<file path="src/rtl/seq_det_pattern_fsm_if.sv">
// Bus bundle for the programmable serial pattern detector: configuration,
// qualified serial input, and match reporting.
interface seq_det_pattern_fsm_if #(
  parameter int unsigned MAX_LEN = 8,
  parameter int unsigned CNT_W   = 8
);
  localparam int unsigned LW = $clog2(MAX_LEN + 1);

  logic               cfg_we;
  logic [MAX_LEN-1:0] cfg_pattern;
  logic [LW-1:0]      cfg_len;
  logic               cfg_overlap;
  logic               sequence_valid;
  logic               sequence_in;
  logic               count_clear;
  logic               detector_out;
  logic [CNT_W-1:0]   match_count;
  logic               armed;

  modport master (
    output cfg_we, cfg_pattern, cfg_len, cfg_overlap,
    output sequence_valid, sequence_in, count_clear,
    input  detector_out, match_count, armed
  );

  modport slave (
    input  cfg_we, cfg_pattern, cfg_len, cfg_overlap,
    input  sequence_valid, sequence_in, count_clear,
    output detector_out, match_count, armed
  );
endinterface

</file>
<file path="src/rtl/seq_det_pattern_fsm.sv">
// Moore serial-pattern detector with runtime pattern/length/overlap, a valid
// qualifier and a saturating match counter.
module seq_det_pattern_fsm #(
  parameter int unsigned           MAX_LEN     = 8,
  parameter int unsigned           CNT_W       = 8,
  parameter logic [MAX_LEN-1:0]    DEF_PATTERN = MAX_LEN'('b1011),
  parameter int unsigned           DEF_LEN     = 4,
  parameter bit                    DEF_OVL     = 1'b1
) (
  input logic               clock,
  input logic               reset,
  seq_det_pattern_fsm_if.slave bus
);
  localparam int unsigned      LW      = $clog2(MAX_LEN + 1);
  localparam logic [LW-1:0]    DefLen  = LW'(DEF_LEN);
  localparam logic [LW-1:0]    MaxLenC = LW'(MAX_LEN);
  localparam logic [CNT_W-1:0] CntMax  = '1;

  typedef enum logic [1:0] {StIdle, StFill, StArmed} state_e;

  logic [MAX_LEN-1:0] r_pattern, w_pattern_d;
  logic [LW-1:0]      r_len, w_len_d;
  logic               r_ovl, w_ovl_d;
  logic [MAX_LEN-1:0] r_hist, w_hist_d;
  logic [LW-1:0]      r_fill, w_fill_d;
  state_e             r_state, w_state_d;
  logic               r_det, w_det_d;
  logic [CNT_W-1:0]   r_count, w_count_d;

  logic [MAX_LEN-1:0] w_shift;
  logic [MAX_LEN-1:0] w_mask;
  logic [LW:0]        w_fill_inc;
  logic [LW-1:0]      w_len_clamp;
  logic               w_match;

  always_ff @(posedge clock or negedge reset) begin
    if (!reset) begin
      r_pattern <= DEF_PATTERN;
      r_len     <= DefLen;
      r_ovl     <= DEF_OVL;
      r_hist    <= '0;
      r_fill    <= '0;
      r_state   <= StIdle;
      r_det     <= 1'b0;
      r_count   <= '0;
    end else begin
      r_pattern <= w_pattern_d;
      r_len     <= w_len_d;
      r_ovl     <= w_ovl_d;
      r_hist    <= w_hist_d;
      r_fill    <= w_fill_d;
      r_state   <= w_state_d;
      r_det     <= w_det_d;
      r_count   <= w_count_d;
    end
  end

  always_comb begin
    w_pattern_d = r_pattern;
    w_len_d     = r_len;
    w_ovl_d     = r_ovl;
    w_hist_d    = r_hist;
    w_fill_d    = r_fill;
    w_count_d   = r_count;
    w_match     = 1'b0;
    w_shift     = {r_hist[MAX_LEN-2:0], bus.sequence_in};
    w_fill_inc  = {1'b0, r_fill} + 1'b1;

    // Only the low len bits of the history take part in the comparison.
    for (int unsigned i = 0; i < MAX_LEN; i++) begin
      w_mask[i] = (i < 32'(r_len));
    end

    if (bus.cfg_len == '0) begin
      w_len_clamp = LW'(1);
    end else if (bus.cfg_len > MaxLenC) begin
      w_len_clamp = MaxLenC;
    end else begin
      w_len_clamp = bus.cfg_len;
    end

    if (bus.cfg_we) begin
      w_pattern_d = bus.cfg_pattern;
      w_len_d     = w_len_clamp;
      w_ovl_d     = bus.cfg_overlap;
      w_hist_d    = '0;
      w_fill_d    = '0;
    end else if (bus.sequence_valid) begin
      w_hist_d = w_shift;
      w_match  = (w_fill_inc >= {1'b0, r_len}) && (((w_shift ^ r_pattern) & w_mask) == '0);
      if (w_match && !r_ovl) begin
        w_fill_d = '0;
      end else if (w_fill_inc > {1'b0, r_len}) begin
        w_fill_d = r_len;
      end else begin
        w_fill_d = w_fill_inc[LW-1:0];
      end
    end

    w_det_d = w_match;

    if (bus.count_clear) begin
      w_count_d = w_match ? CNT_W'(1) : '0;
    end else if (w_match && (r_count != CntMax)) begin
      w_count_d = r_count + 1'b1;
    end

    // Armed takes priority so a single-bit pattern is armed straight after a flush.
    if (({1'b0, w_fill_d} + 1'b1) >= {1'b0, w_len_d}) begin
      w_state_d = StArmed;
    end else if (w_fill_d == '0) begin
      w_state_d = StIdle;
    end else begin
      w_state_d = StFill;
    end
  end

  assign bus.detector_out = r_det;
  assign bus.match_count  = r_count;
  assign bus.armed        = (r_state == StArmed);

endmodule
</file>
<file path="src/flat_wrapper.sv">
// flat-port wrapper written by rule: the top's interface ports become plain ports
module seq_det_pattern_fsm_flat 
#(
  parameter int unsigned           MAX_LEN     = 8,
  parameter int unsigned           CNT_W       = 8,
  parameter logic [MAX_LEN-1:0]    DEF_PATTERN = MAX_LEN'('b1011),
  parameter int unsigned           DEF_LEN     = 4,
  parameter bit                    DEF_OVL     = 1'b1
)
  (clock, reset, bus_cfg_we, bus_cfg_pattern, bus_cfg_len, bus_cfg_overlap, bus_sequence_valid, bus_sequence_in, bus_count_clear, bus_detector_out, bus_match_count, bus_armed);
  seq_det_pattern_fsm_if #(.MAX_LEN(MAX_LEN), .CNT_W(CNT_W)) bus_i ();
  input logic clock;
  input logic reset;
  input wire logic [$bits(bus_i.cfg_we)-1:0] bus_cfg_we;
  input wire logic [$bits(bus_i.cfg_pattern)-1:0] bus_cfg_pattern;
  input wire logic [$bits(bus_i.cfg_len)-1:0] bus_cfg_len;
  input wire logic [$bits(bus_i.cfg_overlap)-1:0] bus_cfg_overlap;
  input wire logic [$bits(bus_i.sequence_valid)-1:0] bus_sequence_valid;
  input wire logic [$bits(bus_i.sequence_in)-1:0] bus_sequence_in;
  input wire logic [$bits(bus_i.count_clear)-1:0] bus_count_clear;
  output wire logic [$bits(bus_i.detector_out)-1:0] bus_detector_out;
  output wire logic [$bits(bus_i.match_count)-1:0] bus_match_count;
  output wire logic [$bits(bus_i.armed)-1:0] bus_armed;
  assign bus_i.cfg_we = bus_cfg_we;
  assign bus_i.cfg_pattern = bus_cfg_pattern;
  assign bus_i.cfg_len = bus_cfg_len;
  assign bus_i.cfg_overlap = bus_cfg_overlap;
  assign bus_i.sequence_valid = bus_sequence_valid;
  assign bus_i.sequence_in = bus_sequence_in;
  assign bus_i.count_clear = bus_count_clear;
  assign bus_detector_out = bus_i.detector_out;
  assign bus_match_count = bus_i.match_count;
  assign bus_armed = bus_i.armed;
  seq_det_pattern_fsm #(.MAX_LEN(MAX_LEN), .CNT_W(CNT_W), .DEF_PATTERN(DEF_PATTERN), .DEF_LEN(DEF_LEN), .DEF_OVL(DEF_OVL)) u_core (.clock(clock), .reset(reset), .bus(bus_i));
endmodule
</file>
<file path="config.mk">
export PLATFORM = sky130hd
export DESIGN_NAME = seq_det_pattern_fsm_flat
export DESIGN_NICKNAME = d
export VERILOG_FILES = /design/src/rtl/seq_det_pattern_fsm_if.sv /design/src/rtl/seq_det_pattern_fsm.sv /design/src/flat_wrapper.sv
export SDC_FILE = /design/constraint.sdc
export NUM_CORES = 1
export LEC_CHECK = 0
export ABC_CLOCK_PERIOD_IN_PS = 6800
export CAP_MARGIN = 20
export CORE_UTILIZATION = 55
export DETAILED_ROUTE_END_ITERATION = 7
export PLACE_DENSITY = 0.8
export SYNTH_ARGS = -nofsm -noshare
export SYNTH_HDL_FRONTEND = slang
export SYNTH_SLANG_ARGS = --single-unit
</file>
<file path="constraint.sdc">
create_clock -name clock -period 6.8 [get_ports clock]
set_clock_uncertainty 0.05 [all_clocks]
set_input_delay 1.36 -clock clock [delete_from_list [all_inputs] [get_ports clock]]
set_output_delay 1.36 -clock clock [all_outputs]
set_load 0.01 [all_outputs]
</file>
== Word-level counts from Yosys, hierarchy flattened ==
Cells that the tools add are included.

* Register bits: 35
* Word-level logic and storage cells: 52

* Add/subtract/negate cells: 3
* $lt $le $gt $ge: 12
* Eq/ne operators: 2
* Muxes and demuxes: 16
* Bitwise operators: 2
* Reduce and logical (&&, ||, !) cells: 9

{| class="wikitable"
|+ Operators with widths
! cell !! count
|-
| $mux W4 || 7
|-
| $lt A3 B4 Y1 const A || 4
|-
| $mux W8 || 2
|-
| $mux W7 || 2
|-
| $add A4 B1 Y5 const B || 2
|-
| $ge A5 B4 Y1 || 2
|-
| $add A8 B1 Y8 const B || 1
|-
| $and A8 B8 Y8 || 1
|-
| $logic_not A4 Y1 || 2
|-
| $logic_not A8 Y1 || 1
|-
| $lt A1 B4 Y1 const A || 2
|-
| $lt A2 B4 Y1 const A || 2
|-
| $ne A8 B8 Y1 const B || 1
|-
| $xor A8 B8 Y8 || 1
|-
| $gt A5 B4 Y1 || 1
|-
| $gt A4 B4 Y1 const B || 1
|-
| $mux W1 || 4
|-
| $reduce_bool A2 Y1 || 2
|-
| $logic_and A1 B1 Y1 || 3
|-
| $eq A2 B2 Y1 const B || 1
|-
| $mux W2 || 1
|-
| $logic_not A1 Y1 || 1
|}

== Logic depth before layout (Yosys ltp) ==
Gate-level depths: netlist of run 1.

* Depth after elaboration: 11
* Mapped depth: 18
* Mapped depth without buffers: 17

== Worst setup path after synthesis of run 1 ==
No wires, ideal clock.

* Path type: input to register
* Start point: input port bus_sequence_in
* End point: register u_core.r_state[0]
* Library setup time: 0.082 ns
* Arrival time: 3.666 ns
* Data required time: 6.668 ns
* Path slack: 3.002 ns
* Stages: 12
* Cell sequence: xnor2_1 > a21oi_1 > a311o_2 > o311a_4 > a22oi_1 > ha_1 > ha_1 > a21o_1 > a21o_1 > a21oi_1 > o31ai_2 > a31oi_1

* Cells in the longest elaborated chain, start to end: 11

{| class="wikitable"
|+ RTL lines
! item !! RTL line !! RTL
|-
| start: declaration || flat_wrapper.sv:19 || <nowiki>input wire logic [$bits(bus_i.sequence_in)-1:0] bus_sequence_in;</nowiki>
|-
| $xor A8 B8 Y8 (*) || seq_det_pattern_fsm.sv:90 || <nowiki>w_match = (w_fill_inc >= {1'b0, r_len}) && (((w_shift ^ r_pattern) & w_mask) == '0);</nowiki>
|-
| $and A8 B8 Y8 (*) || seq_det_pattern_fsm.sv:90 ||
|-
| $logic_not A8 Y1 (*) || seq_det_pattern_fsm.sv:90 ||
|-
| $logic_and A1 B1 Y1 (*) || seq_det_pattern_fsm.sv:90 ||
|-
| $logic_and A1 B1 Y1 (*) || seq_det_pattern_fsm.sv:91 || <nowiki>if (w_match && !r_ovl) begin</nowiki>
|-
| $mux W4 (*) || seq_det_pattern_fsm.sv:91 ||
|-
| $mux W4 (*) || seq_det_pattern_fsm.sv:88 || <nowiki>end else if (bus.sequence_valid) begin</nowiki>
|-
| $mux W4 (*) || seq_det_pattern_fsm.sv:82 || <nowiki>if (bus.cfg_we) begin</nowiki>
|-
| $add A4 B1 Y5 / $logic_not A4 Y1 (equally long branches) || seq_det_pattern_fsm.sv:109, seq_det_pattern_fsm.sv:111 ||
|-
| $ge A5 B4 Y1 / $mux W1 (equally long branches) || seq_det_pattern_fsm.sv:109, seq_det_pattern_fsm.sv:111 ||
|-
| $mux W2 (*) || seq_det_pattern_fsm.sv:109 || <nowiki>if (({1'b0, w_fill_d} + 1'b1) >= {1'b0, w_len_d}) begin</nowiki>
|-
| via u_core.w_state_d[0] || seq_det_pattern_fsm.sv:26 || <nowiki>state_e r_state, w_state_d;</nowiki>
|-
| end signal: assignment || seq_det_pattern_fsm.sv:43 || <nowiki>r_state <= StIdle;</nowiki>
|-
| end signal: assignment || seq_det_pattern_fsm.sv:52 || <nowiki>r_state <= w_state_d;</nowiki>
|-
| end: declaration || seq_det_pattern_fsm.sv:26 ||
|}

Mark *: on every way through the listed nets, which the timed path passes. The rest lies on a longest branch.
A chain may end at the register's enable or synchronous reset.

== Final worst setup path of run 1 ==
* Start point: input port bus_cfg_we
* End point: register u_core.r_state[0]

* Cells in the longest elaborated chain, start to end: 4

{| class="wikitable"
|+ RTL lines
! item !! RTL line !! RTL
|-
| start: declaration || flat_wrapper.sv:14 || <nowiki>input wire logic [$bits(bus_i.cfg_we)-1:0] bus_cfg_we;</nowiki>
|-
| $mux W4 || seq_det_pattern_fsm.sv:82 ||
|-
| $add A4 B1 Y5 / $logic_not A4 Y1 (equally long branches) || seq_det_pattern_fsm.sv:109, seq_det_pattern_fsm.sv:111 ||
|-
| $ge A5 B4 Y1 / $mux W1 (equally long branches) || seq_det_pattern_fsm.sv:109, seq_det_pattern_fsm.sv:111 ||
|-
| $mux W2 (*) || seq_det_pattern_fsm.sv:109 ||
|-
| via u_core.w_state_d[0] || seq_det_pattern_fsm.sv:26 ||
|}

Marked as above.

==> parameters.txt, run 1 <==
Parameter                              Value

Routing
  Top routing layer in use ... met4
  Drt first-iter violations ... 51
  Drt wl/cell ... around 16 um
  Residual DRC count ... 0
  Metal2 WL ... 2070 um
  DR vias ... roughly 1600
  Detailed Route WL ... ~4200 um
  Met3 wire length ... 255 um
  Average vias per placed instance ... between 5 and 6
  Routed metal-1 wirelength ... 1820 um
  First-pass detailed-route iteration total ... 4
  Routed Antenna Nets ... 0

Pwr
  IR drop worst, VDD ... 0.160 mV
  Leak ... 1.09 nW
  Power density over the cells ... between 200 and 250 mW/mm^2

Cells and area
  Final Non-Filler Cells ... 271
  Net count of the finished layout ... 254
  Diode insertion count for antenna repair ... 0
  Fill cell instance count of the final layout ... 274
  Layout-stage area growth over the synthesis result ... 19.1%
  Fraction of layout cells with a size suffix above 1 ... 16.0%

Die
  Starting density of the core ... 59.8%
  Chip Height ... 63.4 um
  Overall die width ... about 63 um
  Count of standard-cell rows ... 21
  Die Footprint ... 0.00402 sq mm
  Boundary Pins ... 29
  Core Footprint ... 0.00347 sq mm

Yosys
  Cell area after synthesis ... 0.00207 sq mm
  Synthesized instance count ... 195
  Most common flop cell mapped by yosys ... sky130_fd_sc_hd__dfrtp_1
  Fraction of post-synthesis cell area in the top cell type by area ... 36.2%
  Number of distinct library cells after synthesis ... 48
  Most common library cells after synthesis ... sky130_fd_sc_hd__dfrtp_1, sky130_fd_sc_hd__nor2_1, sky130_fd_sc_hd__inv_1
  Most numerous cell in the Yosys netlist ... sky130_fd_sc_hd__dfrtp_1
  Nets in the synthesized netlist ... 225
  Synthesis Warnings ... 0
  Synthesis-stage register bit count ... 35
  Sequential element share of the synthesized area ... 42.5%
  Average instance area after synthesis ... 10.6 sq um
  Synth area leader ... sky130_fd_sc_hd__dfrtp_1
  Number of enable flip-flop cells after synthesis ... 0
  Most area-consuming cells after synthesis ... sky130_fd_sc_hd__dfrtp_1, sky130_fd_sc_hd__ha_1, sky130_fd_sc_hd__dfstp_2
  Proportion of synthesized flip-flops having asynchronous set or reset ... 100%

STA
  Setup repair after global routing missed its margin ... false
  Setup violation total in the final timing report ... 0
  Final critical delay including setup and external delays ... 4.24 ns
  Post-route fraction of the period consumed by the critical path ... between 60% and 70%
  Fmax ... 236 MHz
  Actual transition at the worst max-transition pin ... 0.826 ns
  Max-slew headroom ... 44.8%
  Total Negative Setup Slacks ... 0 ns
  Post-route worst setup slack ... roughly 2.6 ns
  Number of hold-slack violations in the final timing report ... 0
  Final Max Tran Viols ... 0

Placed design
  Placed Cells incl. Taps ... 263
  Place WS ... 2.25 ns
  HPWL after detailed placement ... about 3200 um
  Count of port buffers added during placement ... 28
  Placer's final routability congestion estimate ... 0.908

Critical path
  Slowest cell on crit path ... sky130_fd_sc_hd__clkdlybuf4s50_1
  Longest individual stage delay on the worst path ... 1.01 ns
  Critical-path cell list ... clkdlybuf4s50_1, inv_1, o311a_4, a22oi_1, ha_1, ha_1, a21o_1, a21o_1, a21oi_1, o31ai_2, a31oi_1
  Crit start category ... input port
  Buffers and inverters on the worst path ... 2
  Worst-path maximum fanout ... 21
  Required time of the critical path ... just under 7 ns
  R2R cell count ... 15
  Setup slack, reg-to-reg ... 2.70 ns
  Setup crit end kind ... register
  R2R Path Start ... u_core.r_fill[0]$_DFF_PN0_
  Top delay family on crit path ... buffers and inverters
  Reg-to-reg endpoint ... u_core.r_state[0]$_DFF_PN0_
  Worst Path Arrival ... 4.40 ns
  Critical Setup Path Class ... input port to register

CTS
  Num CTS Buffers ... 5
  Total number of H-tree levels ... 2
  Clock root cell ... sky130_fd_sc_hd__clkbuf_8
  Clock tree from TritonCTS ... done
  Number of gates resized after cts ... 0
  Longest Clk Path Bufs ... 2
  Clock latency reported for the late side of the worst-skew pair ... 0.28 ns
  TritonCTS sink count ... 35
  Clock-pin slew of the registers on the worst-case setup and hold paths ... 0.07 ns
  Post-CTS setup buffer count ... 0
  Post-cts hold buffer count ... 0

Global route
  Global-route wire length before repair ... 7290 um
  Number of antenna violations at the first check in global routing ... 0
  GRT Util Overall ... 23.9%
  Largest net degree at the start of global routing ... 36
  Via count of the first global-routing pass ... 1573
  GRT overflow ... 0

Worst hold path
  Worst Hold Class ... register to register
  Min-Delay Path Depth ... 1
  Hold Crit Endpoint ... u_core.r_pattern[2]$_DFFE_PN0P_
  Worst Hold Launch ... u_core.r_pattern[2]$_DFFE_PN0P_

Run
  Count of maximum capacitance violations ... 0

Run status
  Status ... finished clean
-- registers in the layout (all words and copies together), names as in the netlist --
register                 count
u_core.bus.detector_out      1
u_core.bus.match_count       8
u_core.r_hist                7
u_core.r_len                 4
u_core.r_fill                4
u_core.r_pattern             8
u_core.r_ovl                 1
u_core.r_state               2
-- per-stage QoR --
step           total power, W  hold slack, ns  cell area, sq um  util [%]
2_1_floorplan        0.000396           0.452              2070         -
3_3_place_gp         0.000440           0.468              2380      68.6
3_5_place_dp         0.000452           0.473              2380      68.6
4_1_cts              0.000607           0.489              2470      71.2
5_1_grt              0.000640           0.517              2470      71.2
6_report             0.000604           0.484              2470      71.2
-- layout by cell type, fill, tap and decap left out, types with 2 or more instances in the layout --
cell type / n
sky130_fd_sc_hd__a21o_1: 3
sky130_fd_sc_hd__a21oi_1: 6
sky130_fd_sc_hd__a22oi_1: 4
sky130_fd_sc_hd__a22oi_2: 2
sky130_fd_sc_hd__a31oi_1: 2
sky130_fd_sc_hd__clkbuf_8: 6
sky130_fd_sc_hd__clkdlybuf4s50_1: 28
sky130_fd_sc_hd__dfrtp_1: 30
sky130_fd_sc_hd__dfstp_2: 5
sky130_fd_sc_hd__ha_1: 11
sky130_fd_sc_hd__inv_1: 15
sky130_fd_sc_hd__mux2_2: 11
sky130_fd_sc_hd__mux2i_1: 10
sky130_fd_sc_hd__nand2_1: 10
sky130_fd_sc_hd__nand2b_1: 2
sky130_fd_sc_hd__nand3_1: 3
sky130_fd_sc_hd__nand4_1: 3
sky130_fd_sc_hd__nor2_1: 20
sky130_fd_sc_hd__nor3_1: 3
sky130_fd_sc_hd__o21ai_0: 5
sky130_fd_sc_hd__xnor2_1: 11
sky130_fd_sc_hd__xor2_1: 7
-- routing by layer --
metal / track usage (%) / vias up
met2: 39.9 / 59
met4: 11.1 / 0
met1: 28.6 / 739
li1: - / 753
met5: 0 / -
met3: 6.34 / 9
-- cell families (layout without fill, tap and decap cells) --
| logic type | Yosys count | in the layout | synth area share, % |
|---|---|---|---|
| simple gates | 51 | 51 | 13.0 |
| mux | 21 | 21 | 10.8 |
| flops | 35 | 35 | 42.5 |
| fa+ha+maj | 11 | 11 | 6.63 |
| xor+xnor | 18 | 18 | 7.60 |
| compound gates | 37 | 37 | 14.8 |
| buf+inv | 22 | 52 | 4.70 |
-- power by group --
part           switching (W)  leakage (nW)  internal, W
clock              0.0000700        0.0482    0.0000816
combinational       0.000102         0.592    0.0000978
sequential         0.0000235         0.451     0.000229
total               0.000196          1.09     0.000408
-- cell type report --
cell class | count | area (sq um) | share of cell area (%)
multi-input cells | 138 | 1090 | 44.3
flip-flops and latches | 35 | 882 | 35.7
repair buffers | 29 | 288 | 11.7
clock buffers | 7 | 86.3 | 3.50
well taps | 46 | 57.6 | 2.33
inverters | 15 | 56.3 | 2.28
clock inverters | 1 | 5.00 | 0.203
-- how the worst max path moves through the flow --
stage                     depth (start not counted)  slack [ns]            start                     endpoint
final                                            11        2.56       bus_cfg_we  u_core.r_state[0]$_DFF_PN0_
after global routing                             12        2.32       bus_cfg_we  u_core.r_state[0]$_DFF_PN0_
after CTS                                        11        2.55       bus_cfg_we  u_core.r_state[0]$_DFF_PN0_
after detailed placement                         12        2.25       bus_cfg_we  u_core.r_state[0]$_DFF_PN0_
after global placement                           13        2.40  bus_sequence_in  u_core.r_state[0]$_DFF_PN0_
after floorplan                                  12        3.00  bus_sequence_in  u_core.r_state[0]$_DFF_PN0_
No activity file was read; power rests on OpenSTA's default activity.
==> run 2: changes to the inputs <==
- ABC_CLOCK_PERIOD_IN_PS: 6800 -> 3900
- CORE_UTILIZATION: 55 -> 54
- PLACE_DENSITY: 0.8 -> 0.79
- clock period: 6.8 -> 3.9 ns (I/O delays scaled with it)
==> run 2 against run 1 <==
Power up 100%. Cell area up 6.7%. Sequential power up 73%. Clock power rose to 2.6 times the previous value. Largest power group unchanged. Register-to-register slack worse by 2.6 ns.
==> parameters.txt, run 2 (same netlist as run 1, synthesis figures left out) <==
Parameter                              Value

Critical path
  Reg-to-reg endpoint ... u_core.r_state[0]$_DFF_PN0_
  Setup slack, reg-to-reg ... 0.13 ns (-2.57 ns)
  Crit start category ... register
  Critical Setup Path Class ... register to register
  Setup crit end kind ... register
  Worst-path maximum fanout ... 8 (-62%)
  Slowest cell on crit path ... sky130_fd_sc_hd__dfrtp_1
  Required time of the critical path ... 4.06 ns (-2.90 ns)
  Critical-path cell list ... ha_4, xor2_1, ha_1, a21o_1, a211oi_1, o21ai_2, mux2i_1, inv_1, a22oi_2, ha_1, ha_1, a21o_1, a21o_1, a21oi_2, o31ai_2, a31oi_1
  R2R Path Start ... u_core.r_fill[0]$_DFF_PN0_
  Longest individual stage delay on the worst path ... 0.44 ns (-0.57 ns)
  Worst setup path startpoint ... u_core.r_fill[0]$_DFF_PN0_
  Worst Path Arrival ... 3.94 ns (-0.46 ns)
  R2R cell count ... 16 (+1)

CTS
  Clock root cell ... sky130_fd_sc_hd__clkbuf_8
  Total number of H-tree levels ... 2 (unchanged)
  TritonCTS sink count ... 35 (unchanged)
  Clock tree from TritonCTS ... done
  Longest Clk Path Bufs ... 2 (unchanged)
  Num CTS Buffers ... 5 (unchanged)
  Post-cts hold buffer count ... 0 (unchanged)
  Clock-pin slew of the registers on the worst-case setup and hold paths ... 0.07 ns (about the same)
  Clock latency reported for the late side of the worst-skew pair ... 0.30 ns (+0.02 ns)

STA
  Number of hold-slack violations in the final timing report ... 0 (unchanged)
  Total Negative Setup Slacks ... 0 ns (unchanged)
  Fmax ... roughly 260 MHz
  Final Max Tran Viols ... 0 (unchanged)
  Post-route worst hold slack ... 0.484 ns (-0.000259 ns)
  Max-slew headroom ... 70.4% (+26 points)
  Setup violation total in the final timing report ... 0 (unchanged)
  Post-route worst setup slack ... 0.126 ns (-2.44 ns)
  Actual transition at the worst max-transition pin ... 0.440 ns (-0.386 ns)
  Final critical delay including setup and external delays ... approximately 3.8 ns
  Post-route fraction of the period consumed by the critical path ... a little over nine tenths

Global route
  Number of antenna violations at the first check in global routing ... 0 (unchanged)
  Global-route wire length before repair ... 7600 um (+4.4%)
  GRT Util Overall ... 24.3% (+0.34 points)
  GRT overflow ... 0 (unchanged)
  Via count of the first global-routing pass ... 1727 (+9.8%)
  Largest net degree at the start of global routing ... 36 (unchanged)

Pwr
  Total design power ... 0.00123 W (+100%)
  IR drop worst, VDD ... 0.319 mV (+99%)
  Power density over the cells ... 468 mW/mm^2 (+91%)
  Leak ... 1.16 nW (+6.2%)

Routing
  Detailed Route WL ... 4350 um (+2.5%)
  Residual DRC count ... 0 (unchanged)
  First-pass detailed-route iteration total ... 4 (unchanged)
  Drt wl/cell ... 15.4 um (-1.5%)
  Average vias per placed instance ... 5.67 (-1.4%)
  DR vias ... 1600 (+2.6%)
  Routed Antenna Nets ... 0 (unchanged)
  Drt first-iter violations ... 82 (+61%)

Die
  Chip Height ... 64.0 um (+0.89%)
  Starting density of the core ... 56.7% (-3.1 points)
  Overall die width ... 64.0 um (+0.89%)
  Die Footprint ... 0.00409 sq mm (+1.8%)
  Core Footprint ... 0.00366 sq mm (+5.6%)
  Boundary Pins ... 29 (unchanged)
  Count of standard-cell rows ... 22 (+4.8%)

Placed design
  Count of port buffers added during placement ... 28 (unchanged)
  Place WS ... 0.0530 ns (-2.20 ns)
  Placer's final routability congestion estimate ... 0.864 (-4.8%)
  HPWL after detailed placement ... 3180 um (+0.60%)
  Placed Cells incl. Taps ... 272 (+3.4%)

Cells and area
  Most common cell after layout, fill and taps aside ... sky130_fd_sc_hd__dfrtp_1
  Diode insertion count for antenna repair ... 0 (unchanged)
  Fill cell instance count of the final layout ... 262 (-4.4%)
  Final Non-Filler Cells ... 282 (+4.1%)
  Fraction of layout cells with a size suffix above 1 ... 22.6% (+6.6 points)
  Top library cells by usage in the layout, fill and taps aside ... sky130_fd_sc_hd__dfrtp_1, sky130_fd_sc_hd__clkdlybuf4s50_1, sky130_fd_sc_hd__nor2_1
  Net count of the finished layout ... 263 (+3.5%)
  Layout-stage area growth over the synthesis result ... 27.1%

Worst hold path
  Hold Crit Endpoint ... u_core.r_pattern[4]$_DFFE_PN0P_
  Worst Hold Class ... register to register
  Worst Hold Launch ... u_core.r_pattern[4]$_DFFE_PN0P_
  Min-Delay Path Depth ... 1 (unchanged)

Run
  Count of maximum capacitance violations ... 0 (unchanged)

Run status
  Status ... finished clean
## run 2: area by class of cell
type | instances | area [sq um] | area share (%)
multi-input combinational | 138 | 1140 | 43.3
sequential | 35 | 883 | 33.5
timing repair buffer | 38 | 359 | 13.6
clock buffer | 5 | 68.8 | 2.61
clock inverter | 3 | 67.6 | 2.56
tap | 48 | 60.1 | 2.28
inverter | 15 | 56.3 | 2.14
## run 2: where the power goes
part           switching (W)  internal [W]  leakage [nW]
registers          0.0000353      0.000399         0.450
clock network       0.000136      0.000255        0.0644
logic               0.000205      0.000205         0.645
## run 2: how the worst max path moves through the flow
| stage | end | slack [ns] | cells past startpoint |
|---|---|---|---|
| after floorplan | u_core.r_state[0]$_DFF_PN0_ | 0.17 | 15 |
| after global placement | u_core.r_state[0]$_DFF_PN0_ | 0.15 | 13 |
| after detailed placement | u_core.r_state[0]$_DFF_PN0_ | 0.05 | 13 |
| after CTS | u_core.r_state[0]$_DFF_PN0_ | 0.02 | 15 |
| after global routing | u_core.r_state[0]$_DFF_PN0_ | -0.04 | 15 |
| final | u_core.r_state[0]$_DFF_PN0_ | 0.13 | 16 |
## run 2: metal layers
| metal | wire length (um) | share of wire (%) | GRT usage, % | vias up |
|---|---|---|---|---|
| met5 | 0 | 0 | 0 | - |
| met4 | 108 | 2.5 | 10.5 | 0 |
| met3 | 143 | 3.3 | 5.00 | 13 |
| met2 | 2230 | 51 | 42.8 | 37 |
| met1 | 1870 | 43 | 28.3 | 785 |
| li1 | - | - | - | 765 |
## run 2: critical path: cells and delay by family (launching register included)
family	cells	cell delay (ns)
XOR/XNOR	1	0.23
AO/OA/AOI/OAI	9	1.66
buffers and inverters	1	0.07
flip-flops	1	0.44
adder cells (fa/ha/maj)	4	1.05
multiplexers	1	0.19
## run 2: metrics by stage
step	utilization (%)	area, sq um
2_1_floorplan	-	2070
3_3_place_gp	66.5	2430
3_5_place_dp	66.5	2430
4_1_cts	70.2	2570
5_1_grt	72.0	2640
6_report	72.0	2640
## run 2: what timing repair did
item,in CTS,in global routing
setup endpoints to repair,0,2
resized for setup,0,9
setup buffers,0,2
==> run 3: changes to the inputs <==
- CORE_UTILIZATION: 54 -> 55
- CTS_BUF_LIST: not set -> sky130_fd_sc_hd__clkbuf_2 sky130_fd_sc_hd__clkbuf_4 sky130_fd_sc_hd__clkbuf_8
- CTS_CLUSTER_SIZE: not set -> 16
- PLACE_DENSITY: 0.79 -> 0.8
==> run 3 against run 2 <==
The run now ends with setup timing left. Routed wire length grew 20%. First-iteration DRC count grew 15%. Die area shrank 1.8%. Setup slack lost 0.13 ns. Global-route usage grew 1.8 points. Non-clock buffer count grew 8. Highest routed layer unchanged. Sequential power is essentially flat.
==> parameters.txt, run 3 (same netlist as run 1, synthesis figures left out) <==
Parameter                              Value

STA
  Max-slew headroom ... 68.7% (-1.8 points)
  Total Negative Setup Slacks ... -0.00271 ns (-0.00271 ns)
  Final Max Tran Viols ... 0 (unchanged)
  Actual transition at the worst max-transition pin ... 0.466 ns (+0.0265 ns)
  Post-route worst setup slack ... -0.00271 ns (-0.129 ns)
  Fmax ... 256 MHz (-3.3%)
  Setup violation total in the final timing report ... 1 (+1)
  Post-route fraction of the period consumed by the critical path ... 100% (+3.3 points)
  Final critical delay including setup and external delays ... 3.90 ns (+0.129 ns)
  Number of hold-slack violations in the final timing report ... 0 (unchanged)

Run
  Count of maximum capacitance violations ... 0 (unchanged)

Global route
  Global-route wire length before repair ... 7990 um (+5.1%)
  Via count of the first global-routing pass ... 1723 (-0.23%)
  GRT overflow ... 0 (unchanged)
  Largest net degree at the start of global routing ... 36 (unchanged)
  GRT Util Overall ... 26.1% (+1.8 points)
  Number of antenna violations at the first check in global routing ... 0 (unchanged)

Pwr
  IR drop worst, VDD ... 0.301 mV (-5.8%)
  Power density over the cells ... 476 mW/mm^2 (+1.7%)
  Leak ... 1.20 nW (+3.4%)

Die
  Overall die width ... 63.4 um (-0.88%)
  Chip Height ... 63.4 um (-0.88%)
  Count of standard-cell rows ... 21 (-4.5%)
  Die Footprint ... 0.00402 sq mm (-1.8%)
  Starting density of the core ... 59.8% (+3.1 points)
  Core Footprint ... 0.00347 sq mm (-5.3%)
  Boundary Pins ... 29 (unchanged)

Placed design
  Placer's final routability congestion estimate ... 0.921 (+6.7%)
  HPWL after detailed placement ... 3320 um (+4.5%)
  Place WS ... 0.0520 ns (-0.000981 ns)
  Count of port buffers added during placement ... 28 (unchanged)
  Placed Cells incl. Taps ... 270 (-0.74%)

CTS
  Total number of H-tree levels ... 2 (unchanged)
  Clock-pin slew of the registers on the worst-case setup and hold paths ... 0.07 ns (about the same)
  Post-cts hold buffer count ... 0 (unchanged)
  Longest Clk Path Bufs ... 2 (unchanged)
  Clock tree from TritonCTS ... done
  Clock root cell ... sky130_fd_sc_hd__clkbuf_8
  Num CTS Buffers ... 5 (unchanged)
  TritonCTS sink count ... 35 (unchanged)
  Clock latency reported for the late side of the worst-skew pair ... 0.29 ns (about the same)

Routing
  DR vias ... 1738 (+8.6%)
  Routed Antenna Nets ... 0 (unchanged)
  Residual DRC count ... 0 (unchanged)
  Detailed Route WL ... 5230 um (+20%)
  Average vias per placed instance ... 6.03 (+6.4%)
  Drt wl/cell ... 18.2 um (+18%)
  Drt first-iter violations ... 94 (+15%)
  First-pass detailed-route iteration total ... 4 (unchanged)

Cells and area
  Top library cells by usage in the layout, fill and taps aside ... sky130_fd_sc_hd__dfrtp_1, sky130_fd_sc_hd__clkdlybuf4s50_1, sky130_fd_sc_hd__nor2_1
  Area used by multi-input combinational logic ... 0.00118 sq mm (+3.3%)
  Final Non-Filler Cells ... 288 (+2.1%)
  Layout-stage area growth over the synthesis result ... 30.8%
  Diode insertion count for antenna repair ... 0 (unchanged)
  Most common cell after layout, fill and taps aside ... sky130_fd_sc_hd__dfrtp_1
  Area occupied by registers ... 883 sq um (unchanged)
  Fraction of layout cells with a size suffix above 1 ... 27.7% (+5.0 points)
  Net count of the finished layout ... 271 (+3.0%)
  Fill cell instance count of the final layout ... 256 (-2.3%)

Critical path
  Crit start category ... register
  Setup crit end kind ... register
  Worst Path Arrival ... 4.05 ns (+0.11 ns)
  Required time of the critical path ... 4.05 ns (about the same)
  R2R cell count ... 15 (-1)
  Critical Setup Path Class ... register to register
  Worst-path maximum fanout ... 6 (-2)

Worst hold path
  Min-Delay Path Depth ... 1 (unchanged)
  Worst Hold Class ... register to register

Run status
  Status ... complete, but fails checks
  Violated checks ... setup timing
==> run 3: cell count changes in the layout (fill, tap and decap cells not counted), sizes merged <==
| cell | before | now |
|---|---|---|
| clkbuf | 5 | 7 |
| clkinvlp | 1 | 0 |
| buf | 10 | 18 |
| bufinv | 2 | 1 |
==> run 3: through the flow <==
stage / util, % / hold WS [ns] / cell area (sq um) / total power (W)
finish: 78.2 / 0.497 / 2710 / 0.00129
detailed placement: 70.1 / 0.480 / 2430 / 0.000804
CTS: 73.8 / 0.497 / 2560 / 0.00117
global route: 78.2 / 0.514 / 2710 / 0.00134
floorplan: - / 0.434 / 2070 / 0.000690
global placement: 70.1 / 0.465 / 2430 / 0.000787
==> run 3: where the power goes <==
part           internal [W]  switching (W)
logic              0.000267       0.000263
registers          0.000400      0.0000336
clock network      0.000205       0.000124
total              0.000871       0.000421
==> run 3: path summary, 6_finish.rpt <==
path | slack [ns] | to | from
max | -0.003 | u_core.r_state[0]$_DFF_PN0_ | u_core.r_fill[0]$_DFF_PN0_
min | 0.50 | u_core.r_pattern[5]$_DFFE_PN0P_ | u_core.r_pattern[5]$_DFFE_PN0P_
max reg2reg | -0.003 | u_core.r_state[0]$_DFF_PN0_ | u_core.r_fill[0]$_DFF_PN0_
min reg2reg | 0.50 | u_core.r_pattern[5]$_DFFE_PN0P_ | u_core.r_pattern[5]$_DFFE_PN0P_
max in group asynchronous | 2.59 | u_core.r_len[2]$_DFF_PN1_ | reset
min in group asynchronous | 0.86 | u_core.bus.match_count[3]$_DFFE_PN0P_ | reset
==> run 3: critical path: stages, from the launching register on <==
cell and delay, ns:
sky130_fd_sc_hd__dfrtp_1 0.42, sky130_fd_sc_hd__ha_4 0.20, sky130_fd_sc_hd__xor2_2 0.20, sky130_fd_sc_hd__ha_4 0.31, sky130_fd_sc_hd__a21o_1 0.15, sky130_fd_sc_hd__a21oi_1 0.08
sky130_fd_sc_hd__a311o_2 0.40, sky130_fd_sc_hd__o311a_4 0.36, sky130_fd_sc_hd__a22oi_2 0.23, sky130_fd_sc_hd__ha_1 0.28, sky130_fd_sc_hd__ha_1 0.31, sky130_fd_sc_hd__a21o_1 0.19
sky130_fd_sc_hd__a21o_1 0.19, sky130_fd_sc_hd__a21oi_2 0.16, sky130_fd_sc_hd__o31ai_2 0.11, sky130_fd_sc_hd__a31oi_1 0.18
==> run 3: area by class of cell <==
cell class,count,area share [%]
Clock buffer,7,3.09
Clock inverter,1,1.11
Inverter,15,2.08
Multi-Input combinational cell,138,43.5
Sequential cell,35,32.6
Tap cell,46,2.12
Timing Repair Buffer,46,15.6
==> run 3: repair_timing <==
action / CTS / global route
pin swaps: 1 / 8
hold endpoints to repair: 0 / 0
gates cloned: 0 / 0
setup buffers: 0 / 10
setup endpoints to repair: 1 / 2
gates resized for setup: 3 / 13
==> run 3: metal layers <==
layer  track usage [%]  routed length (um)  share of wire, %
met5                 0                   0                 0
met3              5.07                 244               4.7
met4              10.2                 265               5.1
met2              47.1                2670                51
met1              30.0                2050                39
